==> config.mk <==
export PLATFORM = sky130hd
export DESIGN_NAME = dfi_phy_loopback
export DESIGN_NICKNAME = d
export VERILOG_FILES = /design/src/rtl/dfi_pkg.sv /design/src/rtl/dfi_phy_fifo.sv /design/src/rtl/dfi_phy_loopback.sv
export SDC_FILE = /design/constraint.sdc
export NUM_CORES = 1
export LEC_CHECK = 0
export BUFFER_PORTS_ARGS = -buffer_cell sky130_fd_sc_hd__buf_2
export CAP_MARGIN = 25
export CORE_ASPECT_RATIO = 0.5
export CORE_MARGIN = 4
export CORE_UTILIZATION = 55
export CTS_CLUSTER_SIZE = 40
export DETAILED_ROUTE_END_ITERATION = 8
export PLACE_DENSITY = 0.75
export SKIP_CTS_REPAIR_TIMING = 1
export SYNTH_ARGS = -nofsm -noshare
export SYNTH_HDL_FRONTEND = slang
export SYNTH_SLANG_ARGS = --single-unit
==> constraint.sdc <==
create_clock -name core_clk -period 6.52 [get_ports core_clk]
set_clock_uncertainty 0.05 [all_clocks]
set_input_delay 0.652 -clock core_clk [delete_from_list [all_inputs] [get_ports core_clk]]
set_output_delay 0.652 -clock core_clk [all_outputs]
set_load 0.05 [all_outputs]
==> src/rtl/dfi_pkg.sv <==
// dfi_pkg: shared init FSM state type and default timing constants for the
// DFI PHY loopback model.
package dfi_pkg;

  // Init sequencing states of the PHY model
  typedef enum logic [1:0] {
    ST_IDLE  = 2'd0,
    ST_INIT  = 2'd1,
    ST_READY = 2'd2
  } init_state_e;

  // Default latencies and sizes
  localparam int DFI_TPHY_WRDATA_DEF = 1;
  localparam int DFI_TPHY_RDLAT_DEF  = 4;
  localparam int DFI_INIT_CYCLES_DEF = 16;
  localparam int DFI_FIFO_DEPTH_DEF  = 16;

endpackage

==> src/rtl/dfi_phy_fifo.sv <==
// dfi_phy_fifo: synchronous FIFO holding loopback write data.
// Registered read port; a pop on empty returns zero and flags underflow,
// a push on full without a same-cycle pop is dropped and flags overflow.
module dfi_phy_fifo
  import dfi_pkg::*;
#(
  parameter int C_WIDTH = 64,
  parameter int C_DEPTH = DFI_FIFO_DEPTH_DEF
) (
  input  logic               core_clk,
  input  logic               core_rst,
  input  logic               push,
  input  logic [C_WIDTH-1:0] push_data,
  input  logic               pop,
  output logic [C_WIDTH-1:0] pop_data,
  output logic               full,
  output logic               empty,
  output logic               overflow,
  output logic               underflow
);

  localparam int AW = $clog2(C_DEPTH);
  localparam logic [AW:0] DEPTH_CNT = (AW + 1)'(C_DEPTH);

  logic [C_WIDTH-1:0] mem [C_DEPTH];
  logic [AW-1:0]      wr_ptr_reg;
  logic [AW-1:0]      rd_ptr_reg;
  logic [AW:0]        count_reg;
  logic [C_WIDTH-1:0] rdata_reg;
  logic               do_push;
  logic               do_pop;

  assign full      = (count_reg == DEPTH_CNT);
  assign empty     = (count_reg == '0);
  // A pop frees a slot in the same cycle, so a push on full still fits when
  // paired with a pop; a pop on empty never sees a same-cycle push.
  assign do_pop    = pop & ~empty;
  assign do_push   = push & (~full | pop);
  assign overflow  = push & full & ~pop;
  assign underflow = pop & empty;
  assign pop_data  = rdata_reg;

  // Storage write port
  always_ff @(posedge core_clk) begin
    if (do_push) begin
      mem[wr_ptr_reg] <= push_data;
    end
  end

  // Registered read port; anything other than a successful pop yields zero
  always_ff @(posedge core_clk) begin
    if (core_rst) begin
      rdata_reg <= '0;
    end else if (do_pop) begin
      rdata_reg <= mem[rd_ptr_reg];
    end else begin
      rdata_reg <= '0;
    end
  end

  // Pointers wrap naturally because the depth is a power of two
  always_ff @(posedge core_clk) begin
    if (core_rst) begin
      wr_ptr_reg <= '0;
      rd_ptr_reg <= '0;
      count_reg  <= '0;
    end else begin
      if (do_push) begin
        wr_ptr_reg <= wr_ptr_reg + 1'b1;
      end
      if (do_pop) begin
        rd_ptr_reg <= rd_ptr_reg + 1'b1;
      end
      count_reg <= count_reg + {{AW{1'b0}}, do_push} - {{AW{1'b0}}, do_pop};
    end
  end

endmodule

==> src/rtl/dfi_phy_loopback.sv <==
// dfi_phy_loopback: DFI PHY model that loops write data back as read data.
// Optional feature macro: DFI_PHY_CTRLUPD_EN enables the controller-update
// acknowledge handshake; when undefined the acknowledge is tied low.
module dfi_phy_loopback
  import dfi_pkg::*;
#(
  parameter int C_DFI_DATA_WIDTH   = 64,
  parameter int C_DFI_DM_WIDTH     = 8,
  parameter int C_DFI_DATAEN_WIDTH = 4,
  parameter int C_TPHY_WRDATA      = DFI_TPHY_WRDATA_DEF,
  parameter int C_TPHY_RDLAT       = DFI_TPHY_RDLAT_DEF,
  parameter int C_INIT_CYCLES      = DFI_INIT_CYCLES_DEF,
  parameter int C_FIFO_DEPTH       = DFI_FIFO_DEPTH_DEF
) (
  input  logic                          core_clk,
  input  logic                          core_rst,
  input  logic                          dfi_init_start,
  output logic                          dfi_init_complete,
  input  logic [C_DFI_DATAEN_WIDTH-1:0] dfi_wrdata_en,
  input  logic [C_DFI_DATA_WIDTH-1:0]   dfi_wrdata,
  input  logic [C_DFI_DM_WIDTH-1:0]     dfi_wrdata_mask,
  input  logic [C_DFI_DATAEN_WIDTH-1:0] dfi_rddata_en,
  output logic [C_DFI_DATA_WIDTH-1:0]   dfi_rddata,
  output logic [C_DFI_DATAEN_WIDTH-1:0] dfi_rddata_valid,
  input  logic                          dfi_ctrlupd_req,
  output logic                          dfi_ctrlupd_ack,
  output logic                          dfi_error
);

  localparam int CNT_W = $clog2(C_INIT_CYCLES + 1);
  localparam logic [CNT_W-1:0] CNT_ONE  = CNT_W'(1);
  localparam logic [CNT_W-1:0] CNT_LAST = CNT_W'(C_INIT_CYCLES - 1);

  genvar gi;

  init_state_e              state_reg;
  init_state_e              state_next;
  logic [CNT_W-1:0]         cnt_reg;
  logic [CNT_W-1:0]         cnt_next;
  logic                     ready;

  logic                     wr_accept;
  logic                     rd_accept;
  logic                     wr_pipe_reg [C_TPHY_WRDATA];
  logic [C_DFI_DATA_WIDTH-1:0] wr_masked;
  logic                     fifo_push;
  logic [C_DFI_DATA_WIDTH-1:0] fifo_rdata;
  logic                     fifo_full;
  logic                     fifo_empty;
  logic                     fifo_overflow;
  logic                     fifo_underflow;
  logic                     rd_vld_reg  [C_TPHY_RDLAT];
  logic [C_DFI_DATA_WIDTH-1:0] rd_data_reg [C_TPHY_RDLAT-1];
  logic                     rd_vld_out;

  // Init state and counter registers
  always_ff @(posedge core_clk) begin
    if (core_rst) begin
      state_reg <= ST_IDLE;
      cnt_reg   <= '0;
    end else begin
      state_reg <= state_next;
      cnt_reg   <= cnt_next;
    end
  end

  // Init next-state: the IDLE cycle that samples init_start counts as init cycle one
  always_comb begin
    state_next = state_reg;
    cnt_next   = cnt_reg;
    unique case (state_reg)
      ST_IDLE: begin
        if (dfi_init_start) begin
          state_next = ST_INIT;
          cnt_next   = CNT_ONE;
        end
      end
      ST_INIT: begin
        if (!dfi_init_start) begin
          state_next = ST_IDLE;
          cnt_next   = '0;
        end else if (cnt_reg >= CNT_LAST) begin
          state_next = ST_READY;
          cnt_next   = '0;
        end else begin
          cnt_next = cnt_reg + 1'b1;
        end
      end
      ST_READY: begin
        state_next = ST_READY;
      end
      default: begin
        state_next = ST_IDLE;
        cnt_next   = '0;
      end
    endcase
  end

  // Init outputs: traffic is only honoured once the PHY reports ready
  always_comb begin
    ready             = 1'b0;
    dfi_init_complete = 1'b0;
    if (state_reg == ST_READY) begin
      ready             = 1'b1;
      dfi_init_complete = 1'b1;
    end
  end

  assign wr_accept = ready & (|dfi_wrdata_en);
  assign rd_accept = ready & (|dfi_rddata_en);

  // Write-enable delay line: data and mask arrive C_TPHY_WRDATA cycles later
  always_ff @(posedge core_clk) begin
    if (core_rst) begin
      for (int i = 0; i < C_TPHY_WRDATA; i++) begin
        wr_pipe_reg[i] <= 1'b0;
      end
    end else begin
      wr_pipe_reg[0] <= wr_accept;
      for (int i = 1; i < C_TPHY_WRDATA; i++) begin
        wr_pipe_reg[i] <= wr_pipe_reg[i-1];
      end
    end
  end

  assign fifo_push = wr_pipe_reg[C_TPHY_WRDATA-1];

  // Masked bytes are stored as zero
  generate
    for (gi = 0; gi < C_DFI_DM_WIDTH; gi++) begin : g_mask
      assign wr_masked[gi*8 +: 8] = dfi_wrdata_mask[gi] ? 8'h00 : dfi_wrdata[gi*8 +: 8];
    end
  endgenerate

  dfi_phy_fifo #(
    .C_WIDTH (C_DFI_DATA_WIDTH),
    .C_DEPTH (C_FIFO_DEPTH)
  ) u_fifo (
    .core_clk  (core_clk),
    .core_rst  (core_rst),
    .push      (fifo_push),
    .push_data (wr_masked),
    .pop       (rd_accept),
    .pop_data  (fifo_rdata),
    .full      (fifo_full),
    .empty     (fifo_empty),
    .overflow  (fifo_overflow),
    .underflow (fifo_underflow)
  );

  // Read latency line: the FIFO read register is the first data stage, so the
  // data line is one stage shorter than the valid line
  always_ff @(posedge core_clk) begin
    if (core_rst) begin
      for (int i = 0; i < C_TPHY_RDLAT; i++) begin
        rd_vld_reg[i] <= 1'b0;
      end
      for (int i = 0; i < C_TPHY_RDLAT - 1; i++) begin
        rd_data_reg[i] <= '0;
      end
    end else begin
      rd_vld_reg[0]  <= rd_accept;
      rd_data_reg[0] <= rd_vld_reg[0] ? fifo_rdata : '0;
      for (int i = 1; i < C_TPHY_RDLAT; i++) begin
        rd_vld_reg[i] <= rd_vld_reg[i-1];
      end
      for (int i = 1; i < C_TPHY_RDLAT - 1; i++) begin
        rd_data_reg[i] <= rd_data_reg[i-1];
      end
    end
  end

  assign rd_vld_out       = rd_vld_reg[C_TPHY_RDLAT-1];
  assign dfi_rddata_valid = {C_DFI_DATAEN_WIDTH{rd_vld_out}};
  assign dfi_rddata       = rd_vld_out ? rd_data_reg[C_TPHY_RDLAT-2] : '0;
  assign dfi_error        = fifo_overflow | fifo_underflow;

`ifdef DFI_PHY_CTRLUPD_EN
  logic ctrlupd_ack_reg;

  // Acknowledge mirrors the request one cycle later while ready
  always_ff @(posedge core_clk) begin
    if (core_rst) begin
      ctrlupd_ack_reg <= 1'b0;
    end else begin
      ctrlupd_ack_reg <= ready & dfi_ctrlupd_req;
    end
  end

  assign dfi_ctrlupd_ack = ctrlupd_ack_reg;
`else
  logic ctrlupd_unused;

  assign ctrlupd_unused  = dfi_ctrlupd_req;
  assign dfi_ctrlupd_ack = 1'b0;
`endif

  logic fifo_flags_unused;
  assign fifo_flags_unused = fifo_full ^ fifo_empty;

endmodule

==> impl_metrics.csv, run 1 <==
group,metric,value,unit
outcome,outcome,"completed",
finish,mostFrequentLayoutCells,"edfxtp_1, dfxtp_1, mux4_2, nor2b_1, buf_2",
route,wire_per_inst,25.8,um
finish,largest_reg_flops,1024,
placed_design,dp.cells,3565,
synthesis,ys_types,54,
floorplan,die-area,91200,um^2
setup_path,critPathMaxFanout,38,
placed_design,gp_congestion,0.720,
grt,grt_pass1_vias,23100,
timing,max_slew_margin,0.269,
route,ant_nets,0,
synthesis,synth-seq-cells,1305,
grt,grt_max_degree,147,
floorplan,core_area,84500,um^2
route,vias,22500,
cts,clockRootBuffer,"clkbuf_16",
cts,clock_latency,710,ps
cts,clkTransAtPathRegs,70,ps
route,first_pass_iters,6,
synthesis,syn_avg_cell_area,20.3,um^2
synthesis,synthFlopType,"edfxtp_1",
timing,fin_ws,3020,ps
cts,cts_tree,"yes",
floorplan,die_y,216,um
cts,htree_num_levels,3,
finish,drive_above_1_share,0.255,
placed_design,pre_cts_ws,3030,ps
timing,rsz0062_at_grt,"no",
run,max-cap-violations,0,
floorplan,fp-row-count,75,
route,drc_errors,0,
power_and_ir_drop,p_leak,17.3,nW
floorplan,die_w,423,um
finish,final_common_cell,"edfxtp_1",
floorplan,io_pins,155,
cts,cts_buffers,108,
power_and_ir_drop,power_density,301,nW/um^2
synthesis,synthCells,2334,
setup_path,required,6790,ps
setup_path,crit_type,"flop to flop",
placed_design,hpwl,48900,um
timing,slew_violations,0,
setup_path,crit_arrival,3770,ps
grt,track_usage,0.216,
timing,finalHoldViolations,0,
timing,setup_viol,0,
timing,post-route-period-util,0.537,
synthesis,yosys_warnings,0,
route,drt-initial-drc-count,2841,
synthesis,syn_nets,2432,
setup_path,cp-start-kind,"flop",
finish,nets,2626,
route,wirelength,97400,um
synthesis,ys_async_sr_fraction,0,
synthesis,yosysSeqAreaShare,0.768,
grt,grt_pass1_wl,147000,um
synthesis,syn_area,47400,um^2
timing,final.min_clock_period,3500,ps
grt,overflow,0,
power_and_ir_drop,peakVddDrop,0.196,mV
timing,max_freq,286,MHz
timing,tightest_slew,1090,ps
finish,area_growth,12.8,%
grt,antenna_found_initial,2,
route,via_per_inst,5.94,
setup_path,critPathCaptureType,"flop",
timing,tns,0,ps
finish,fin_util,0.632,
finish,stdcell_count,3780,
cts,cts_sinks,1305,
hold_path,hp-class,"input port to flop",
floorplan,initial_utilization,0.560,
synthesis,synth_edf_count,1024,
placed_design,place.port_buffers,152,
cts,cts_buffer_depth,3,
power_and_ir_drop,design_power_total,16.1,mW
## final timing paths
path                                                     start  slack (ps)  cells after the start                             to
worst max-delay path                 state_reg[0]$_SDFFE_PP0P_        3020                      6    u_fifo.mem[3][24]$_DFFE_PP_
worst min-delay path                            dfi_init_start         220                      3      state_reg[1]$_SDFFE_PP0P_
worst max register to register       state_reg[0]$_SDFFE_PP0P_        3020                      6    u_fifo.mem[3][24]$_DFFE_PP_
worst min register to register  u_fifo.pop_data[58]$_SDFF_PP0_         370                      1  rd_data_reg[0][58]$_SDFF_PP0_
## power by group
part           switching, mW  internal, mW  leakage (nW)
registers             0.0205          8.98          11.6
clock network           2.93          3.83          1.84
logic                  0.229         0.115          3.82
## final cells by class
class / instances / area, um^2
Antenna cell: 1 / 2.50
Clock buffer: 143 / 3010
Clock inverter: 63 / 741
Fill cell: 5550 / 31100
Inverter: 11 / 41.3
Multi-Input combinational cell: 892 / 10500
Sequential cell: 1305 / 36400
Tap cell: 1155 / 1450
Timing Repair Buffer: 210 / 1340
## cells in the mapped netlist (2+ instances only)
cell | count | area [um^2]
and3_1 | 2 | 12.5
inv_1 | 11 | 41.3
buf_4 | 19 | 143
mux4_2 | 256 | 5770
mux2_2 | 2 | 22.5
nor4_4 | 2 | 42.5
edfxtp_1 | 1024 | 30700
nand2b_1 | 6 | 37.5
o22ai_1 | 64 | 400
buf_1 | 20 | 75.1
buf_6 | 2 | 22.5
ha_1 | 13 | 163
a21oi_1 | 6 | 30.0
clkbuf_1 | 52 | 195
nor4_1 | 3 | 18.8
buf_2 | 33 | 165
dfxtp_1 | 281 | 5630
xnor2_1 | 4 | 35.0
nand3_1 | 7 | 35.0
mux2i_1 | 129 | 1290
nor2_1 | 27 | 101
nor2b_1 | 201 | 1260
nand2_1 | 2 | 7.51
and2_1 | 129 | 807
or3_1 | 2 | 12.5
nor3_1 | 7 | 35.0
o21ai_0 | 3 | 15.0
## per-stage QoR
| step | hold slack, ps | instance area, um^2 |
|---|---|---|
| floorplan | 356 | 47400 |
| global placement | 361 | 49500 |
| detailed placement | 360 | 49600 |
| CTS | 174 | 53400 |
| global route | 192 | 53400 |
| finish | 221 | 53400 |
## layer usage
metal	GRT usage	wire length (um)	vias up
met4	0.0481	1680	4
met2	0.339	46700	936
met3	0.0421	7830	137
met5	0	22	-
li1	-	-	9556
met1	0.319	41200	11800
## worst max-delay path, stage by stage (launching register included)
cell      delay (ps)
dfxtp_1          360
nand2b_1         390
o211ai_2         450
nand3_1          420
nor3_2           220
buf_4            480
buf_4            710
## cell families (layout without fill, tap and decap cells)
group / after synthesis / after routing / share of synthesized area
xor gates and xnor gates: 5 / 5 / 0.000925
DFF: 1305 / 1305 / 0.768
buffers and inverters: 137 / 427 / 0.0136
adders and majority gates: 14 / 14 / 0.00386
and+or+nand+nor: 401 / 401 / 0.0527
AOI/OAI and AO/OA: 83 / 83 / 0.0112
muxes: 388 / 388 / 0.150
other: 1 / 2 / 0.0000792
No activity file was read; power rests on OpenSTA's default activity.
==> inputs of run 2 (changes only) <==
Settings changed: ABC_AREA from default to 1.
Clock period 6.52 ns to 2.8 ns, I/O delays scaled along.
==> impl_metrics.csv, run 2 <==
group,metric,value,unit
synthesis,yosys-top-cells-area,"edfxtp_1, nand2_1, dfxtp_1",
route,drt-initial-drc-count,3923,
grt,grt_pass1_vias,34300,
grt,busiest_layer,"met2",
placed_design,gp_congestion,0.789,
finish,mostFrequentLayoutCells,"nand2_1, edfxtp_1, inv_1, nand3_1, nor2_1",
timing,slew_violations,0,
finish,stdcell_count,6601,
timing,max_slew_margin,0.225,
synthesis,synthFlopType,"edfxtp_1",
floorplan,die-area,100000,um^2
timing,finalHoldViolations,0,
grt,track_usage,0.241,
floorplan,die_w,443,um
floorplan,die_y,226,um
synthesis,yosysTopAreaCell,"edfxtp_1",
timing,rsz0062_at_grt,"no",
cts,cts_sinks,1305,
route,drc_errors,0,
route,ant_nets,0,
synthesis,ys_types,30,
cts,cts_buffer_depth,3,
route,wirelength,122000,um
finish,largest_reg_flops,1024,
timing,setup_viol,0,
synthesis,netlist.area_leader.share,0.590,
placed_design,place.port_buffers,152,
placed_design,hpwl,64800,um
grt,grt_max_degree,163,
grt,grt_pass1_wl,188000,um
setup_path,critPathCaptureType,"output port",
synthesis,ys_async_sr_fraction,0,
placed_design,dp.cells,6383,
finish,area_growth,12.4,%
setup_path,required,2470,ps
synthesis,syn_nets,5220,
timing,tns,0,ps
synthesis,synth-seq-cells,1305,
setup_path,cp-start-kind,"flop",
setup_path,critPathMaxFanout,9,
floorplan,io_pins,155,
grt,gr-usage-met2,0.398,
synthesis,yosysMostFrequentCell,"nand2_1",
power_and_ir_drop,p_leak,24.7,nW
synthesis,yosys_warnings,0,
timing,final.min_clock_period,2640,ps
run,max-cap-violations,0,
finish,fin_util,0.627,
cts,clockRootBuffer,"clkbuf_16",
finish,diodes,0,
synthesis,synth_edf_count,1024,
synthesis,synth_common_cells,"nand2_1, edfxtp_1, inv_1",
floorplan,core_area,93500,um^2
route,via_per_inst,5.32,
power_and_ir_drop,power_density,655,nW/um^2
setup_path,crit_arrival,2310,ps
synthesis,syn_avg_cell_area,10.2,um^2
hold_path,hp-class,"input port to flop",
timing,tightest_slew,1160,ps
synthesis,syn_area,52100,um^2
grt,overflow,0,
cts,clock_latency,720,ps
power_and_ir_drop,peakVddDrop,0.503,mV
route,first_pass_iters,6,
cts,cts_buffers,109,
cts,clkTransAtPathRegs,70,ps
cts,cts_tree,"yes",
synthesis,synthCells,5122,
route,vias,35100,
timing,max_freq,379,MHz
timing,post-route-period-util,0.943,
grt,use_met3,0.0401,
grt,antenna_found_initial,0,
cts,htree_num_levels,3,
floorplan,fp-row-count,79,
floorplan,initial_utilization,0.558,
finish,drive_above_1_share,0.0909,
route,wire_per_inst,18.5,um
timing,fin_ws,160,ps
synthesis,yosysSeqAreaShare,0.698,
placed_design,pre_cts_ws,239,ps
finish,nets,5347,
outcome,outcome,"completed",
setup_path,crit_type,"flop to output port",
finish,final_common_cell,"nand2_1",
grt,met1_usage,0.328,
## run 2: worst paths after layout
path | cells after the start | from | slack [ps] | to
hold / removal | 4 | dfi_wrdata[59] | 30 | u_fifo.mem[15][59]$_DFFE_PP_
hold reg to reg | 2 | u_fifo.pop_data[2]$_SDFF_PP0_ | 350 | rd_data_reg[0][2]$_SDFF_PP0_
setup / recovery | 8 | u_fifo.count_reg[3]$_SDFF_PP0_ | 160 | dfi_error
setup reg to reg | 11 | u_fifo.count_reg[3]$_SDFF_PP0_ | 160 | u_fifo.mem[8][62]$_DFFE_PP_
## run 2: critical path, stage by stage (launching register included)
cell and delay (ps):
dfxtp_1 330, inv_1 90, ha_1 160, nand3_1 90, nor2_1 180, nor2_4 50
buf_4 160, a21oi_1 260, buf_4 260
## run 2: logic make-up (layout without fill, tap and decap cells)
kind of cell,Yosys count,after routing,share of synthesized area
buffers and inverters,1125,1349,0.0867
AND/OR/NAND/NOR,2580,2580,0.202
flip-flops,1305,1305,0.698
other,1,1,0.0000719
AO/OA/AOI/OAI,92,92,0.00948
XOR/XNOR,5,5,0.000840
adder cells (fa/ha/maj),14,14,0.00350
## run 2: stage by stage
stage                     cell area, um^2  total power [mW]  hold slack [ps]
final                               58600              38.4             30.8
after global routing                58600              39.6             7.87
after CTS                           58500              38.6             -247
after detailed placement            54800              23.2              341
after global placement              54800              23.1              332
after floorplan                     52200              22.6              338
## run 2: where the power goes
group          leakage (nW)  internal, mW  switching (mW)  total [mW]
combinational          11.4         0.540            1.32        1.86
clock                  1.82          8.60            6.99        15.6
sequential             11.5          20.9          0.0528        21.0
total                  24.7          30.0            8.36        38.4
## run 2: metal layers
| metal | vias up | share of wire | wire (um) |
|---|---|---|---|
| met5 | - | 0 | 0 |
| met4 | 0 | 0.031 | 3850 |
| met3 | 262 | 0.090 | 11000 |
| met2 | 1696 | 0.47 | 57900 |
| met1 | 16700 | 0.40 | 49300 |
| li1 | 16400 | - | - |
## run 2: final cells by class
type | instances | area, um^2
Clock buffer | 154 | 3130
Clock inverter | 54 | 554
Fill cell | 7066 | 34900
Inverter | 862 | 3250
Multi-Input combinational cell | 2692 | 11400
Sequential cell | 1305 | 36400
Tap cell | 1255 | 1570
Timing Repair Buffer | 279 | 2330
